$ cat src/rtl/book_drain_scheduler.sv
// ---------------------------------------------------------------------------
// book_drain_scheduler
//
// Paced read controller between the parser message FIFO and the order book.
// It issues single-cycle read pulses, waits a settle interval after each read
// so the order book can absorb the update, and forces a cooldown after a
// burst of back-to-back reads, unless the FIFO is full (then the burst limit
// is bypassed so the parser is not back-pressured). It supports free-running
// drain (run_en level) and single-step mode (step_req pulse while run_en=0).
//
// Ports:
//   clk          in   system clock, rising edge
//   reset        in   asynchronous, active-low reset
//   run_en       in   level, 1 = free-running drain
//   step_req     in   one-cycle pulse, requests one read while run_en=0
//   fifo_empty   in   parser FIFO empty flag
//   fifo_full    in   parser FIFO full flag
//   read_en      out  one-cycle read pulse to FIFO and order book
//   busy         out  high in any state other than IDLE
//   state_out    out  state encoding (IDLE=0, ISSUE=1, SETTLE=2, COOLDOWN=3)
//   msg_count    out  total reads issued, saturating at all-ones
//   step_pending out  latched step request not yet served
//
// Optional build macro DRAIN_STALL_STATS_EN adds two saturating counters:
//   stall_cycles     out  cycles with fifo_full=1 and no read issued
//   burst_cut_count  out  number of SETTLE-to-COOLDOWN transitions
// ---------------------------------------------------------------------------
module book_drain_scheduler #(
   parameter int SETTLE_CYCLES   = 2,
   parameter int BURST_LEN       = 4,
   parameter int COOLDOWN_CYCLES = 3,
   parameter int CNT_W           = 16
) (
   input  logic             clk,
   input  logic             reset,
   input  logic             run_en,
   input  logic             step_req,
   input  logic             fifo_empty,
   input  logic             fifo_full,
   output logic             read_en,
   output logic             busy,
   output logic [1:0]       state_out,
   output logic [CNT_W-1:0] msg_count,
   output logic             step_pending
`ifdef DRAIN_STALL_STATS_EN
   ,
   output logic [CNT_W-1:0] stall_cycles,
   output logic [CNT_W-1:0] burst_cut_count
`endif
);

   typedef enum logic [1:0] {
      IDLE     = 2'd0,
      ISSUE    = 2'd1,
      SETTLE   = 2'd2,
      COOLDOWN = 2'd3
   } state_t;

   // Timers hold "cycles remaining minus one", so the load values are N-1
   // and the decision is taken in the cycle where the timer reads zero.
   localparam logic [3:0]       SETTLE_LOAD = 4'(SETTLE_CYCLES - 1);
   localparam logic [3:0]       COOL_LOAD   = 4'(COOLDOWN_CYCLES - 1);
   localparam logic [3:0]       BURST_LIMIT = 4'(BURST_LEN);
   localparam logic [3:0]       BURST_SAT   = 4'd15;
   localparam logic [CNT_W-1:0] CNT_MAX     = '1;

   state_t     state;
   logic [3:0] timer;
   logic [3:0] burst_cnt;

   logic idle_go;
   logic settle_done;
   logic settle_issue;
   logic settle_cut;
   logic enter_issue;

   // Outputs are plain decodes of the state flop, so reset removes a read
   // pulse in the same cycle it is asserted.
   assign read_en   = (state == ISSUE);
   assign busy      = (state != IDLE);
   assign state_out = state;

   // Decision terms for the IDLE and SETTLE exits. A full FIFO overrides the
   // burst limit; an empty FIFO or a dropped run_en always ends the burst.
   always_comb begin
      idle_go      = 1'b0;
      settle_done  = 1'b0;
      settle_issue = 1'b0;
      settle_cut   = 1'b0;
      enter_issue  = 1'b0;

      idle_go      = !fifo_empty && (run_en || step_pending);
      settle_done  = (timer == 4'd0);
      settle_issue = settle_done && run_en && !fifo_empty &&
                     (fifo_full || (burst_cnt < BURST_LIMIT));
      settle_cut   = settle_done && run_en && !fifo_empty && !fifo_full &&
                     (burst_cnt >= BURST_LIMIT);
      enter_issue  = ((state == IDLE) && idle_go) ||
                     ((state == SETTLE) && settle_issue);
   end

   // Main sequencer: state, settle/cooldown timer, burst length, message
   // count and the latched step request all move together here.
   always_ff @(posedge clk or negedge reset) begin
      if (!reset) begin
         state        <= IDLE;
         timer        <= 4'd0;
         burst_cnt    <= 4'd0;
         msg_count    <= '0;
         step_pending <= 1'b0;
      end else begin
         case (state)
            IDLE: begin
               if (idle_go) begin
                  state <= ISSUE;
               end
            end

            ISSUE: begin
               if (msg_count != CNT_MAX) begin
                  msg_count <= msg_count + 1'b1;
               end
               if (burst_cnt != BURST_SAT) begin
                  burst_cnt <= burst_cnt + 4'd1;
               end
               timer <= SETTLE_LOAD;
               state <= SETTLE;
            end

            SETTLE: begin
               if (!settle_done) begin
                  timer <= timer - 4'd1;
               end else if (settle_issue) begin
                  state <= ISSUE;
               end else if (settle_cut) begin
                  timer <= COOL_LOAD;
                  state <= COOLDOWN;
               end else begin
                  burst_cnt <= 4'd0;
                  state     <= IDLE;
               end
            end

            COOLDOWN: begin
               // A full FIFO cuts the cooldown short so draining resumes.
               if (fifo_full || (timer == 4'd0)) begin
                  burst_cnt <= 4'd0;
                  state     <= IDLE;
               end else begin
                  timer <= timer - 4'd1;
               end
            end

            default: begin
               state <= IDLE;
            end
         endcase

         // Entering ISSUE serves the request; a new step_req in that very
         // cycle is dropped because the clear takes priority.
         if (enter_issue) begin
            step_pending <= 1'b0;
         end else if (step_req && !run_en) begin
            step_pending <= 1'b1;
         end
      end
   end

`ifdef DRAIN_STALL_STATS_EN
   // Stall statistics: cycles the FIFO sat full without being read, and the
   // number of bursts cut short by the mandatory cooldown.
   always_ff @(posedge clk or negedge reset) begin
      if (!reset) begin
         stall_cycles    <= '0;
         burst_cut_count <= '0;
      end else begin
         if (fifo_full && !read_en && (stall_cycles != CNT_MAX)) begin
            stall_cycles <= stall_cycles + 1'b1;
         end
         if ((state == SETTLE) && settle_cut && (burst_cut_count != CNT_MAX)) begin
            burst_cut_count <= burst_cut_count + 1'b1;
         end
      end
   end
`endif

endmodule

$ cat config.mk
export PLATFORM = sky130hd
export DESIGN_NAME = book_drain_scheduler
export DESIGN_NICKNAME = d
export VERILOG_FILES = /design/src/rtl/book_drain_scheduler.sv
export SDC_FILE = /design/constraint.sdc
export NUM_CORES = 1
export LEC_CHECK = 0
export CAP_MARGIN = 10
export CELL_PAD_IN_SITES_DETAIL_PLACEMENT = 1
export CELL_PAD_IN_SITES_GLOBAL_PLACEMENT = 1
export CORE_MARGIN = 2
export CORE_UTILIZATION = 43
export CTS_BUF_LIST = sky130_fd_sc_hd__clkbuf_16
export CTS_CLUSTER_DIAMETER = 100
export DETAILED_ROUTE_END_ITERATION = 10
export GPL_TIMING_DRIVEN = 0
export PLACE_DENSITY = 0.79
export SYNTH_ARGS = -nofsm -noshare
export SYNTH_HDL_FRONTEND = slang
export SYNTH_SLANG_ARGS = --single-unit
export TNS_END_PERCENT = 5
$ cat constraint.sdc
create_clock -name clk -period 4.5 [get_ports clk]
set_input_delay 1.125 -clock clk [delete_from_list [all_inputs] [get_ports clk]]
set_output_delay 1.125 -clock clk [all_outputs]
set_load 0.02 [all_outputs]
# Yosys cells after proc, flatten, opt, wreduce, memory -nomap -nowiden
# Index checks and enable logic that the tools add are counted.
[op_classes] add_sub_neg=3 n_lt_le_gt_ge=2 eq_ne=14 muxes=19 reduce_logical=25
[op_table] operator="2-to-1 mux 4 bit" count=9
[op_table] operator="case mux 4 bit (3 select lines)" count=2
[op_table] operator="adder 16 x 1 -> 16 bit, second input constant" count=1
[op_table] operator="inequality test 16 bit, second input constant" count=1
[op_table] operator="inequality test 2 bit, second input constant" count=6
[op_table] operator="2-to-1 mux 2 bit" count=5
[op_table] operator="logical AND 1 bit" count=9
[op_table] operator="case mux 2 bit (4 select lines)" count=1
[op_table] operator="inequality test 3 bit, second input constant" count=2
[op_table] operator="AND reduction 6 bit" count=1
[op_table] operator="adder 4 x 1 -> 4 bit, second input constant" count=1
[op_table] operator="equality test 2 bit, second input constant" count=2
[op_table] operator="greater-or-equal comparator 4 x 3 -> 1 bit, second input constant" count=1
[op_table] operator="logical NOT 4 bit" count=1
[op_table] operator="logical OR 1 bit" count=4
[op_table] operator="< comparator 4 x 3 -> 1 bit, second input constant" count=1
[op_table] operator="inequality test 4 bit, second input constant" count=1
[op_table] operator="AND reduction 4 bit" count=1
[op_table] operator="nonzero test 2 bit" count=2
[op_table] operator="subtractor 4 x 1 -> 4 bit, second input constant" count=1
[op_table] operator="logical NOT 1 bit" count=3
[op_table] operator="AND reduction 3 bit" count=1
[op_table] operator="nonzero test 3 bit" count=1
[op_table] operator="equality test 2 x 1 -> 1 bit, second input constant" count=1
[op_table] operator="4 further kinds" count=5
[word_totals] ff_bits=27 output_inout_bits=21 elab_cells=68

# Longest topological paths before layout
[depth] word_depth=9 mapped_depth=6

# Least setup slack after synthesis
# No wires, ideal clock.
[synth_timing] path_type="reg-to-output" start="reg state[1] (netlist: state_out[1])" end="out busy" arrival_ps=1068 required_ps=3375 path_slack_ps=2307 path_stages_with_launch=3 n_path_buf=1 path_cell_list="dfrtp_1 clkbuf_1 or2_2"
[synth_via] elab_chain_cells=1
[synth_lines] element="start, declared" line="67" text="state_t state;"
[synth_lines] element="start signal, assigned" line="106" text="state <= IDLE;"
[synth_lines] element="start signal, assigned" line="115" text="state <= ISSUE;"
[synth_lines] element="start signal, assigned" line="127" text="state <= SETTLE;"
[synth_lines] element="nonzero test 2 bit" line="80" text="assign busy = (state != IDLE);"
[synth_lines] element="end, declared" line="41" text="output logic busy,"
# No other way between the ends.

# Final worst setup path
# Ends and elaborated chain as after synthesis.

==> out/results.tsv <==
metric	value	unit
status	finished clean	
setup_tns	0	ps
synth_edf_count	0	
p_sw_share	41.4	%
vias	1308	
core_area	0.00342	mm^2
synth_fa_ha_area_share	3.20	%
synthTopCellsByArea	dfrtp_1 43%, xor2_1 4.5%, a21oi_1 3.5%, ha_1 3.2%, nand3_1 3.2%	
arrival	1930	ps
wl_per_cell	18.1	um
antenna_found_initial	0	
fin_area	0.00199	mm^2
max_cap_viol_count	0	
synth_top_family_by_area	simple AND/OR/NAND/NOR gates	
gp_congestion	0.808	
layout.cells.non_filler	230	
setup_viol	0	
worst-setup-path-type	reg -> out	
ctsHoldBuffers	0	
vias_per_cell	5.69	
syn_nets	163	
grt_pass1_vias	1406	
track_usage	22.3	%
crit_required	3380	ps
finalClockSkew	4.43	ps
slew_violations	0	
cp_max_fo	10	
synth_seq_cells	27	
grt_setup_unrepaired	no	
synth_compound_area_share	15.4	%
postSynthCellCount	153	
numCtsBuffers	3	
dp_cells	225	
drive_gt1_share	11.4	%
start_util	45.8	%
period_share	67.9	%
io-pin-count	27	
io_buffers	26	
placed_area	0.00188	mm^2
irDropWorstVdd	0.324	mV
synthToLayoutAreaGrowth	27.1	%
cp-end-kind	output pin	
postCtsSetupBuffers	0	
switching_power	0.471	mW
clock_sinks	27	
synth-warning-count	0	
power_frac_seq	36.2	%
clk_path_buf_depth	2	
drc	0	
clock_latency	260	ps
fin_util	58.2	%
leakage	0.884	nW
hpwl	2850	um
cts_tree	built	
clock.fmax	327	MHz
period_minus_slack	3060	ps
start_kind	flip-flop	
p_per_area	572	mW/mm^2
die-area	0.00414	mm^2
dr.pass1.iters	4	
cts_root_buf	clkbuf_16	
synth_top_area_share	43.2	%
cts.clk_slew.worst_paths	70	ps
cts_resized	0	
ant_nets	0	
synthXorXnorAreaFrac	4.48	%
avgSynthCellArea	10.2	um^2
combPwrFrac	45.9	%
hold_slack	494	ps
internal_power	0.667	mW
synth.area.mux_share	2.72	%
rows	21	
slew_headroom	55.6	%
p_clk_share	17.9	%
grt_pass1_wl	7160	um
gr-total-overflow	0	
yosysTopAreaCell	dfrtp_1	
totalWireLength	4170	um
tightest_slew	663	ps
die_h	64.3	um
first_iter_violations	53	
ys_types	52	
die_w	64.3	um
synth-main-ff-cell	dfrtp_1	
antennaDiodeCount	0	
synth-simple-area-share	27.5	%
yosysSeqAreaShare	43.2	%
grt_max_degree	28	
nNetsFinal	195	
hold_path_class	reg -> reg	
mappedNetlistArea	0.00156	mm^2
htree_levels	1	
synthArstFlopShare	100	%
hold_viol	0	
## sequential cells by signal (all words and copies together) (netlist names)
register	flops
msg_count	16
timer	4
burst_cnt	4
step_pending	1
state_out	2
## layout make-up
cell class / count / area (um^2)
fill: 394 / 1430
timing repair buffer: 27 / 288
tap: 46 / 57.6
buffer: 4 / 27.5
clock buffer: 3 / 75.1
inverter: 7 / 26.3
sequential: 27 / 676
multi-input combinational: 115 / 835
clock inverter: 1 / 3.75
## stage by stage
step	power, mW	setup slack [ps]
after floorplan	0.716	2310
after global placement	0.887	1770
after detailed placement	0.921	1690
after CTS	1.14	1450
after global routing	1.22	1340
final	1.14	1440
## per-layer routing
layer	GRT usage [%]	up-vias	share of wire [%]
met5	0	-	0
li1	-	631	-
met2	36.8	20	49
met1	29.5	653	47
met4	6.12	0	1.2
met3	4.75	4	3.0
## cells by family (layout without fill, tap and decap cells)
logic type	after synthesis	after routing
adder cells (fa/ha/maj)	4	4
flip-flops	27	27
AO/OA/AOI/OAI	35	35
XOR/XNOR	8	8
AND/OR/NAND/NOR	64	64
multiplexers	4	4
buffers and inverters	11	42
## worst max-delay path: stages, from the launching register on
cell	delay (ps)
dfrtp_1	500
clkbuf_1	380
or2_2	200
clkdlybuf4s50_1	590
## cells in the mapped netlist (all sizes together), types with 2 or more instances
library cell and number:
a22oi 2, nand3 11, or2 2, xor2 8, inv 7, o21ai 7
buf 3, nand4 4, nor4b 2, dfrtp 27, and2 3, and3 3
nor4 2, nor3 5, nand2 12, a31oi 2, a211oi 2, a21oi 12
mux2 2, mux2i 2, nor2 5, and4bb 3, nand2b 3, or3 3
ha 4, nor3b 3
## path summary, 6_finish.rpt
path / startpoint / end / slack, ps / cells past startpoint
max reg2reg: timer[0]$_DFFE_PN0P_ / burst_cnt[2]$_DFFE_PN0P_ / 2580 / 6
max: state_out[1]$_DFFE_PN0P_ / busy / 1440 / 3
min in group asynchronous: reset / burst_cnt[0]$_DFFE_PN0P_ / 1190 / 1
min reg2reg: msg_count[6]$_DFFE_PN0P_ / msg_count[6]$_DFFE_PN0P_ / 490 / 1
min: msg_count[6]$_DFFE_PN0P_ / msg_count[6]$_DFFE_PN0P_ / 490 / 1
max in group asynchronous: reset / state_out[0]$_DFFE_PN0P_ / 2840 / 2
## cells in the final DEF, fill, tap and decap left out, types with 2 or more instances in the layout
cell / count
nand4_2: 2
nand4_1: 2
and4bb_1: 3
and3_1: 3
o21ai_0: 3
dfrtp_1: 27
nand3_1: 10
nor3b_1: 3
a211oi_2: 2
or3_1: 3
inv_1: 7
nand2_1: 12
clkbuf_16: 3
ha_1: 4
nor2_1: 5
a22oi_1: 2
o21ai_1: 4
nor3_1: 4
mux2i_1: 2
a21oi_1: 11
and2_1: 3
nand2b_1: 3
clkdlybuf4s50_1: 26
xor2_1: 8
a31oi_1: 2
## power groups by stage
| stage | Combinational [mW] | Sequential, mW | Clock (mW) |
|---|---|---|---|
| 2_1_floorplan | 0.281 | 0.434 | 0 |
| 5_1_grt | 0.576 | 0.426 | 0.218 |
| 3_5_place_dp | 0.507 | 0.413 | 0 |
| 4_1_cts | 0.522 | 0.411 | 0.206 |
| 6_report | 0.522 | 0.412 | 0.204 |
| 3_3_place_gp | 0.482 | 0.405 | 0 |
(Power assumes the default switching activity.)
